--- config.mk ---
export PLATFORM = sky130hd
export DESIGN_NAME = router_inport
export DESIGN_NICKNAME = d
export VERILOG_FILES = /design/src/rtl/router_pkg.sv /design/src/rtl/router_fifo.sv /design/src/rtl/router_inport.sv
export SDC_FILE = /design/constraint.sdc
export NUM_CORES = 1
export LEC_CHECK = 0
export ABC_AREA = 0
export CELL_PAD_IN_SITES_DETAIL_PLACEMENT = 1
export CELL_PAD_IN_SITES_GLOBAL_PLACEMENT = 1
export CORE_ASPECT_RATIO = 0.5
export CORE_MARGIN = 2
export CORE_UTILIZATION = 43
export DETAILED_ROUTE_END_ITERATION = 7
export PLACE_DENSITY_LB_ADDON = 0.15
export SETUP_SLACK_MARGIN = 0.02
export SYNTH_ARGS = -nofsm -noshare
export SYNTH_HDL_FRONTEND = slang
export SYNTH_SLANG_ARGS = --single-unit
--- constraint.sdc ---
create_clock -name clk -period 1.9 [get_ports clk]
set_input_delay 0.38 -clock clk [delete_from_list [all_inputs] [get_ports clk]]
set_output_delay 0.38 -clock clk [all_outputs]
set_load 0.01 [all_outputs]
--- src/rtl/router_pkg.sv ---
// Shared definitions for the mesh router input port: direction codes, request FSM
// encoding and packet field offsets for the {dst_x, dst_y, payload} layout.
package router_pkg;

    localparam logic [1:0] DIR_NONE  = 2'b00;
    localparam logic [1:0] DIR_X     = 2'b01;
    localparam logic [1:0] DIR_Y     = 2'b10;
    localparam logic [1:0] DIR_LOCAL = 2'b11;

    typedef enum logic [1:0] {
        ST_IDLE    = 2'b00,
        ST_REQ     = 2'b01,
        ST_BLOCKED = 2'b10
    } state_t;

    localparam int PAYLOAD_LSB = 0;

    function automatic int dst_y_lsb(input int addr_w, input int data_w);
        return data_w + 0 * addr_w;
    endfunction

    function automatic int dst_x_lsb(input int addr_w, input int data_w);
        return data_w + addr_w;
    endfunction

endpackage

--- src/rtl/router_fifo.sv ---
// Synchronous FIFO; the head is visible combinationally on rdata and the
// registered count distinguishes full from empty.
module router_fifo #(
    parameter int WIDTH = 20,
    parameter int DEPTH = 4
) (
    input  logic                     clk,
    input  logic                     rst_n,
    input  logic                     push,
    input  logic                     pop,
    input  logic [WIDTH-1:0]         wdata,
    output logic [WIDTH-1:0]         rdata,
    output logic                     full,
    output logic                     empty,
    output logic [$clog2(DEPTH):0]   count
);
    localparam int AW = $clog2(DEPTH);
    localparam int CW = AW + 1;
    localparam logic [AW-1:0] PTR_ONE = AW'(1);
    localparam logic [CW-1:0] CNT_ONE = CW'(1);
    localparam logic [CW-1:0] CNT_MAX = CW'(DEPTH);

    logic [WIDTH-1:0] mem_r [DEPTH];
    logic [AW-1:0]    wr_ptr_r;
    logic [AW-1:0]    rd_ptr_r;
    logic [CW-1:0]    count_r;
    logic             do_push_s;
    logic             do_pop_s;

    assign full      = (count_r == CNT_MAX);
    assign empty     = (count_r == {CW{1'b0}});
    assign do_push_s = push && !full;
    assign do_pop_s  = pop && !empty;
    assign rdata     = mem_r[rd_ptr_r];
    assign count     = count_r;

    // Pointer and count state; pointers wrap naturally at the power-of-two depth.
    always_ff @(posedge clk or posedge rst_n) begin
        if (rst_n) begin
            wr_ptr_r <= {AW{1'b0}};
            rd_ptr_r <= {AW{1'b0}};
            count_r  <= {CW{1'b0}};
        end else begin
            if (do_push_s) wr_ptr_r <= wr_ptr_r + PTR_ONE;
            if (do_pop_s)  rd_ptr_r <= rd_ptr_r + PTR_ONE;
            case ({do_push_s, do_pop_s})
                2'b10:   count_r <= count_r + CNT_ONE;
                2'b01:   count_r <= count_r - CNT_ONE;
                default: count_r <= count_r;
            endcase
        end
    end

    // Storage array; contents are qualified by the count, so it needs no reset.
    always_ff @(posedge clk) begin
        if (do_push_s) mem_r[wr_ptr_r] <= wdata;
    end

endmodule

--- src/rtl/router_inport.sv ---
// Mesh router input port: buffers packets, requests the XY route of the head and
// forwards on grant. Define ROUTER_INPORT_STARVE_EN to add the retry counter / starve flag.
module router_inport
    import router_pkg::*;
#(
    parameter int DATA_W  = 16,
    parameter int ADDR_W  = 2,
    parameter int DEPTH   = 4,
    parameter int LOCAL_X = 0,
    parameter int LOCAL_Y = 0,
    parameter int PKT_W   = 2 * ADDR_W + DATA_W
) (
    input  logic                   clk,
    input  logic                   rst_n,
    input  logic                   in_valid,
    output logic                   in_ready,
    input  logic [PKT_W-1:0]       in_pkt,
    output logic [1:0]             dir,
    output logic                   req_en,
    input  logic                   fail,
    output logic                   out_valid,
    output logic [PKT_W-1:0]       out_pkt,
    output logic [1:0]             out_dir,
    output logic [$clog2(DEPTH):0] occupancy
`ifdef ROUTER_INPORT_STARVE_EN
    ,
    output logic                   starve
`endif
);
    localparam int OW    = $clog2(DEPTH) + 1;
    localparam int X_LSB = dst_x_lsb(ADDR_W, DATA_W);
    localparam int Y_LSB = dst_y_lsb(ADDR_W, DATA_W);
    localparam logic [ADDR_W-1:0] MY_X = ADDR_W'(LOCAL_X);
    localparam logic [ADDR_W-1:0] MY_Y = ADDR_W'(LOCAL_Y);

    logic [PKT_W-1:0]  head_s;
    logic              full_s;
    logic              empty_s;
    logic [OW-1:0]     occ_s;
    logic              push_s;
    logic              grant_s;
    logic              remain_s;
    logic [1:0]        route_s;
    logic [ADDR_W-1:0] head_x_s;
    logic [ADDR_W-1:0] head_y_s;
    state_t            state_r;
    state_t            state_next_s;
    logic              out_valid_r;
    logic [PKT_W-1:0]  out_pkt_r;
    logic [1:0]        out_dir_r;

    router_fifo #(.WIDTH(PKT_W), .DEPTH(DEPTH)) u_fifo (
        .clk   (clk),
        .rst_n (rst_n),
        .push  (push_s),
        .pop   (grant_s),
        .wdata (in_pkt),
        .rdata (head_s),
        .full  (full_s),
        .empty (empty_s),
        .count (occ_s)
    );

    assign head_x_s = head_s[X_LSB +: ADDR_W];
    assign head_y_s = head_s[Y_LSB +: ADDR_W];
    assign in_ready = !full_s;
    assign push_s   = in_valid && !full_s;
    assign dir      = empty_s ? DIR_NONE : route_s;
    assign req_en   = (dir != DIR_NONE);
    assign grant_s  = req_en && !fail;
    // After a grant the FIFO stays non-empty if more than one entry was held or a push lands.
    assign remain_s = (occ_s > OW'(1)) || push_s;
    assign occupancy = occ_s;
    assign out_valid = out_valid_r;
    assign out_pkt   = out_pkt_r;
    assign out_dir   = out_dir_r;

    // XY dimension-order route of the FIFO head.
    always_comb begin
        route_s = DIR_LOCAL;
        if (head_x_s != MY_X) begin
            route_s = DIR_X;
        end else if (head_y_s != MY_Y) begin
            route_s = DIR_Y;
        end else begin
            route_s = DIR_LOCAL;
        end
    end

    // Request FSM next state.
    always_comb begin
        state_next_s = state_r;
        case (state_r)
            ST_IDLE: begin
                if (push_s) state_next_s = ST_REQ;
                else        state_next_s = ST_IDLE;
            end
            ST_REQ, ST_BLOCKED: begin
                if (req_en && fail)  state_next_s = ST_BLOCKED;
                else if (grant_s)    state_next_s = remain_s ? ST_REQ : ST_IDLE;
                else if (empty_s)    state_next_s = ST_IDLE;
                else                 state_next_s = state_r;
            end
            default: state_next_s = ST_IDLE;
        endcase
    end

    // FSM state register.
    always_ff @(posedge clk or posedge rst_n) begin
        if (rst_n) state_r <= ST_IDLE;
        else       state_r <= state_next_s;
    end

    // Forwarded packet register: one pulse per granted head.
    always_ff @(posedge clk or posedge rst_n) begin
        if (rst_n) begin
            out_valid_r <= 1'b0;
            out_pkt_r   <= {PKT_W{1'b0}};
            out_dir_r   <= DIR_NONE;
        end else begin
            out_valid_r <= grant_s;
            if (grant_s) begin
                out_pkt_r <= head_s;
                out_dir_r <= route_s;
            end
        end
    end

`ifdef ROUTER_INPORT_STARVE_EN
    logic [3:0] retry_cnt_r;
    logic [3:0] retry_next_s;
    logic       starve_r;

    // Saturating retry count of consecutive failed requests.
    always_comb begin
        retry_next_s = retry_cnt_r;
        if (grant_s) begin
            retry_next_s = 4'd0;
        end else if (req_en && fail && (state_r != ST_IDLE) && (retry_cnt_r != 4'd15)) begin
            retry_next_s = retry_cnt_r + 4'd1;
        end else begin
            retry_next_s = retry_cnt_r;
        end
    end

    // Retry counter and starve flag, both tracking the post-edge count.
    always_ff @(posedge clk or posedge rst_n) begin
        if (rst_n) begin
            retry_cnt_r <= 4'd0;
            starve_r    <= 1'b0;
        end else begin
            retry_cnt_r <= retry_next_s;
            starve_r    <= (retry_next_s == 4'd15);
        end
    end

    assign starve = starve_r;
`endif

endmodule

### Word level (Yosys, flattened, before mapping)

Memory sizes are Yosys's and may differ from the RTL's.
Cells that the tools add are included.

| storage, ports and cells | value |
|---|---|
| input port bits | 24 |
| memories kept | 1 |
| output and inout bits | 30 |
| word-level logic and storage cells | 32 |
| register bits after elaboration | 30 |
| RAM bits | 80 |

| operators by class | value |
|---|---|
| eq/ne operators | 3 |
| multiplexer cells | 6 |
| add/subtract/negate cells | 4 |
| reduce and logical (&&, ||, !) cells | 12 |

Memories:

| memory | words | bits a word | read ports | clocked after Yosys merged registers in | wr ports | line | text |
|---|---|---|---|---|---|---|---|
| u_fifo.mem_r | 4 | 20 | 1 | 0 | 1 | router_fifo.sv:23 | `logic [WIDTH-1:0] mem_r [DEPTH];` |

Operator list:

| cell | count |
|---|---|
| 2-bit nonzero test | 4 |
| 3-bit case mux with 2 select lines | 1 |
| 2-bit by 1-bit adder with 2-bit output, second input constant | 2 |
| 1-bit logical AND | 4 |
| 2-bit 2-to-1 mux | 2 |
| 3-bit by 1-bit adder with 3-bit output, second input constant | 1 |
| 3-bit equality test, second input constant | 1 |
| 1-bit logical NOT | 3 |
| 3-bit logical NOT | 1 |
| 1-bit 2-to-1 mux | 3 |
| 3-bit by 1-bit subtractor with 3-bit output, second input constant | 1 |
| 2-bit by 1-bit equality test with 1-bit output, second input constant | 1 |
| 2-bit equality test, second input constant | 1 |

### Depth between registers and ports, before layout

An unclocked memory read counts as a cell.

| depth | value |
|---|---|
| word-level depth | 10 |
| mapped depth | 9 |
| gate-level depth less buffers | 9 |

### By module

From an unflattened synthesis, not the netlist that was laid out.

| second synthesis, totals | value |
|---|---|
| cells, all modules | 199 |
| area, all modules | 4302.9 µm² |

By module, submodules not included:

| module | cells an instance | instances | seq. area each (µm²) | area an instance (µm²) |
|---|---|---|---|---|
| router_fifo | 142 | 1 | 2577.5 | 3335.7 |
| router_inport | 57 | 1 | 575.6 | 967.2 |

### Worst setup path after synthesis

OpenSTA, ideal clock, no wires.

| timing path | value |
|---|---|
| kind | register -> register |
| from | reg u_fifo.count_r[0] (netlist: u_fifo.count[0]) |
| to | reg u_fifo.count_r[2] (netlist: u_fifo.count[2]) |
| buffers on the path | 0 |
| required time | 1.821 ns |
| arrival time | 2.141 ns |
| slack | -0.320 ns |
| library setup time | 0.079 ns |
| stages on the path, launching flop included | 10 |
| period minus slack after synthesis | 2.220 ns |
| cell sequence | dfrtp_1 or3b_1 and2_1 inv_1 ha_1 inv_1 fa_1 xor2_1 nor2_1 xor2_1 |

| between the ends | value |
|---|---|
| elaborated cells between the ends (all ways) | 16 |
| those cells by class | add/sub (2); eq/ne (3); mux (2); reduce/logical (9) |

RTL lines:

| what | line | text |
|---|---|---|
| start: declaration | router_fifo.sv:26 | `logic [CW-1:0] count_r;` |
| start signal: assignment | router_fifo.sv:42 | `count_r <= {CW{1'b0}};` |
| start signal: assignment | router_fifo.sv:47 | `2'b10: count_r <= count_r + CNT_ONE;` |
| start signal: assignment | router_fifo.sv:48 | `2'b01: count_r <= count_r - CNT_ONE;` |
| 3-bit equality test * | router_fifo.sv:30 | `assign full = (count_r == CNT_MAX);` |
| 1-bit logical NOT * | -- |  |
| named net in_ready | router_inport.sv:16 | `output logic in_ready,` |
| 1-bit logical AND | router_inport.sv:67 | `assign push_s = in_valid && !full_s;` |
| 1-bit logical AND * | router_fifo.sv:32 | `assign do_push_s = push && !full;` |
| 2-bit by 1-bit equality test with 1-bit output or 2-bit equality test (tied branches) | router_fifo.sv:46 | `case ({do_push_s, do_pop_s})` |
| 3-bit case mux with 2 select lines or 2-bit nonzero test (tied branches) | -- |  |

The timed path passes the listed nets; every way through them passes the cells marked *.
A chain may end at the register's enable or synchronous reset.

### Final worst setup path

| timing path | value |
|---|---|
| from | reg u_fifo.rd_ptr_r[0] |
| to | out dir[0] |

| between the ends | value |
|---|---|
| longest elaborated chain between the ends | 5 |
| elaborated cells between the ends (all ways) | 6 |
| those cells by class | mux (3); reduce/logical (2); memory (1) |

RTL lines:

| what | line | text |
|---|---|---|
| start: declaration | router_fifo.sv:25 | `logic [AW-1:0] rd_ptr_r;` |
| start signal: assignment | router_fifo.sv:41 | `rd_ptr_r <= {AW{1'b0}};` |
| start signal: assignment | router_fifo.sv:45 | `if (do_pop_s) rd_ptr_r <= rd_ptr_r + PTR_ONE;` |
| memory read 4 x 20 bit * | -- |  |
| 2-bit nonzero test | router_inport.sv:83 | `end else if (head_y_s != MY_Y) begin` |
| 1-bit 2-to-1 mux | router_inport.sv:83 |  |
| 2-bit 2-to-1 mux * | router_inport.sv:81 | `if (head_x_s != MY_X) begin` |
| 2-bit 2-to-1 mux * | router_inport.sv:68 | `assign dir = empty_s ? DIR_NONE : route_s;` |
| end: declaration | router_inport.sv:18 | `output logic [1:0] dir,` |

Every way passes the cells marked *; elsewhere a longest branch is shown, timed or not.

==> out/results.ini <==
[detailed_routing]
wl_um = 8350
ant_nets = 0
avgRoutedWirePerCell_um = 19.7
firstDrtPassIters = 4
drt-initial-drc-count = 70
drc = 0
via_per_inst = 4.96
vias = 2109

[min_path]
hold_class = primary input to asynchronous set/reset pin

[cells_and_area]
utilization = 0.578
final_area_um2 = 5520
drive_gt1_frac = 0.338
area_growth_pct = 29.7
antenna_cells = 0
finalNonFillerCells = 425
final_nets = 315

[outcome]
violations = negative setup slack
status = finished, violations left

[flow_run]
maxCapViolations = 0

[critical_path]
startpoint = u_fifo.rd_ptr_r[0]
crit_chain = buf_6 > mux4_2 > or2_4 > a21oi_2 > buf_2
startpoint_type = flip-flop
crit_fanout = 5
cp.arrival_ps = 1870
worstPathRequired_ps = 1520
critPathMaxStageDelay_ps = 500
rr_startpoint = u_fifo.count[0]
worstSetupPathType = flip-flop to output pin
cp_slowest_cell = mux4_2
cp-end-kind = output pin

[floorplan]
die_w_um = 145
die-area_um2 = 10800
die_y_um = 74.3
ios = 54
placement_rows = 25
core_area_um2 = 9540
start_util = 0.446

[logic_synthesis]
synth_seq_cells = 110
synth_area_leaders = edfxtp_1 (56%), dfrtp_1 (18%), mux4_1 (6.8%), mux4_2 (4.8%), mux2_2 (3.7%)
yosysWarnings = 0
netlist_area_um2 = 4250
synth_cell_type_count = 25
synth_common_cells = edfxtp_1 (80), dfrtp_1 (30), mux2_2 (14), mux4_1 (11)
synth_top_flop_cell = edfxtp_1
syn_area_per_cell_um2 = 21.7
synth_compound_area_frac = 0.00382
synthesis.nets = 226
synth_simple_gate_area_share = 0.0176
synth-adder-area-share = 0.0194
synth.most_common_cell = edfxtp_1
synthCells = 196
yosysTopAreaCellShare = 0.565
synth.area.mux_share = 0.183
synthArstFlopShare = 0.273
ys_seq_area_frac = 0.741
yosys.area_share.xor_xnor = 0.0124
yosysTopAreaCell = edfxtp_1
synth_edf_count = 80
synth_top_family_by_area = multiplexers

[timing]
slew_violations = 0
min_period_over_period = 1.18
max_clock_freq_ghz = 0.445
finalHoldViolCount = 0
final.min_clock_period_ps = 2250
setup_violations = 3
slew_headroom = 0.799
hold_ws_ps = 237
rsz0062_at_grt = true
fin_ws_ps = -346
worst_pin_slew_ps = 301
skew_ps = 7.33

[placement]
dp.cells = 402
port_buffers = 53
post-dp-hpwl_um = 5360
place_area_um2 = 5160
gp_routability_congestion = 0.692

[pwr]
p_per_area_nw_per_um2 = 1560
power.total_mw = 8.63
p_leak_nw = 2.05
worst_ir_drop_vdd_v = 0.000631

[cts]
cts_hold_buf = 0
root_buffer = clkbuf_16
cts_tree = yes
cts_buffers = 9
path_clk_slew_ps = 70
cts-htree-levels = 3
cts_buffer_depth = 2
cts.sinks = 110
clk_latency_ps = 350

[global_route]
grt_pass1_wl_um = 13000
grt_pass1_vias = 2362
grt_max_degree = 28
grt_usage = 0.172
antenna_found_initial = 0
overflow = 0

[layer usage]
metal / wire, µm / track usage
met4: 65 / 0.0485
met2: 4170 / 0.285
met1: 3800 / 0.225
met3: 324 / 0.0522
met5: 0 / 0
[state kept, by name (all words and copies together) (netlist names)]
| register | flops |
|---|---|
| out_valid | 1 |
| out_pkt | 20 |
| u_fifo.wr_ptr_r | 2 |
| u_fifo.mem_r | 80 |
| out_dir | 2 |
| u_fifo.rd_ptr_r | 2 |
| u_fifo.count | 3 |
[through the flow]
step / setup WS (ps) / setup TNS [ps]
after floorplan: -143 / -183
after global placement: -441 / -1470
after detailed placement: -448 / -1500
after CTS: -397 / -817
after global routing: -416 / -997
final: -346 / -802
[cells in the final DEF (no fill, tap or decap), types with 3 or more instances in the layout]
master and n:
clkbuf_16 9, buf_12 5, buf_2 4, mux2_4 8, mux2_2 14, and3_1 4
buf_4 19, clkdlybuf4s50_1 49, xnor2_1 3, inv_1 6, mux4_1 9, inv_2 3
edfxtp_1 80, xor2_1 3, mux4_2 11, buf_6 7, dfrtp_1 28, ha_1 4
[power breakdown]
group	total (mW)	switching, mW	leakage, nW	internal [mW]
logic	3.30	1.38	0.835	1.92
registers	3.59	0.298	1.08	3.29
clock network	1.73	0.833	0.135	0.900
[kinds of logic (layout without fill, tap and decap cells)]
kind of cell,count (synthesis),after routing
compound gates,3,3
xor+xnor,6,6
fa+ha+maj,6,6
buf+inv,15,109
flops,110,110
mux,43,43
simple gates,13,13
[final timing paths]
path / end / depth (start not counted) / slack, ps
worst max-delay path: dir[0] / 5 / -350
worst min-delay path: out_pkt[8] / 2 / 240
min in group clk: out_pkt[6] / 1 / 510
worst max register to register: u_fifo.count[2] / 9 / -150
worst min register to register: out_pkt[6] / 1 / 510
max in group asynchronous: u_fifo.rd_ptr_r[0] / 3 / 1220
[critical path: cells and delay by family, from the launching register on]
family	cells	cell delay (ps)
simple gates	1	250
buf+inv	2	250
compound gates	1	100
mux	1	500
flops	1	420
[layout make-up]
cell class / instances / area (µm²)
clock buffer: 10 / 229
clock inverter: 6 / 45.0
fill: 835 / 4020
inverter: 9 / 33.8
multi-input combinational: 71 / 1050
sequential: 110 / 3160
tap: 135 / 169
timing repair buffer: 84 / 832
[what timing repair did]
item | in CTS | in global routing
setup endpoints to repair | 5 | 17
setup buffers | 5 | 2
resized for setup | 24 | 10
pin swaps | 7 | 3
(Power assumes the default switching activity.)
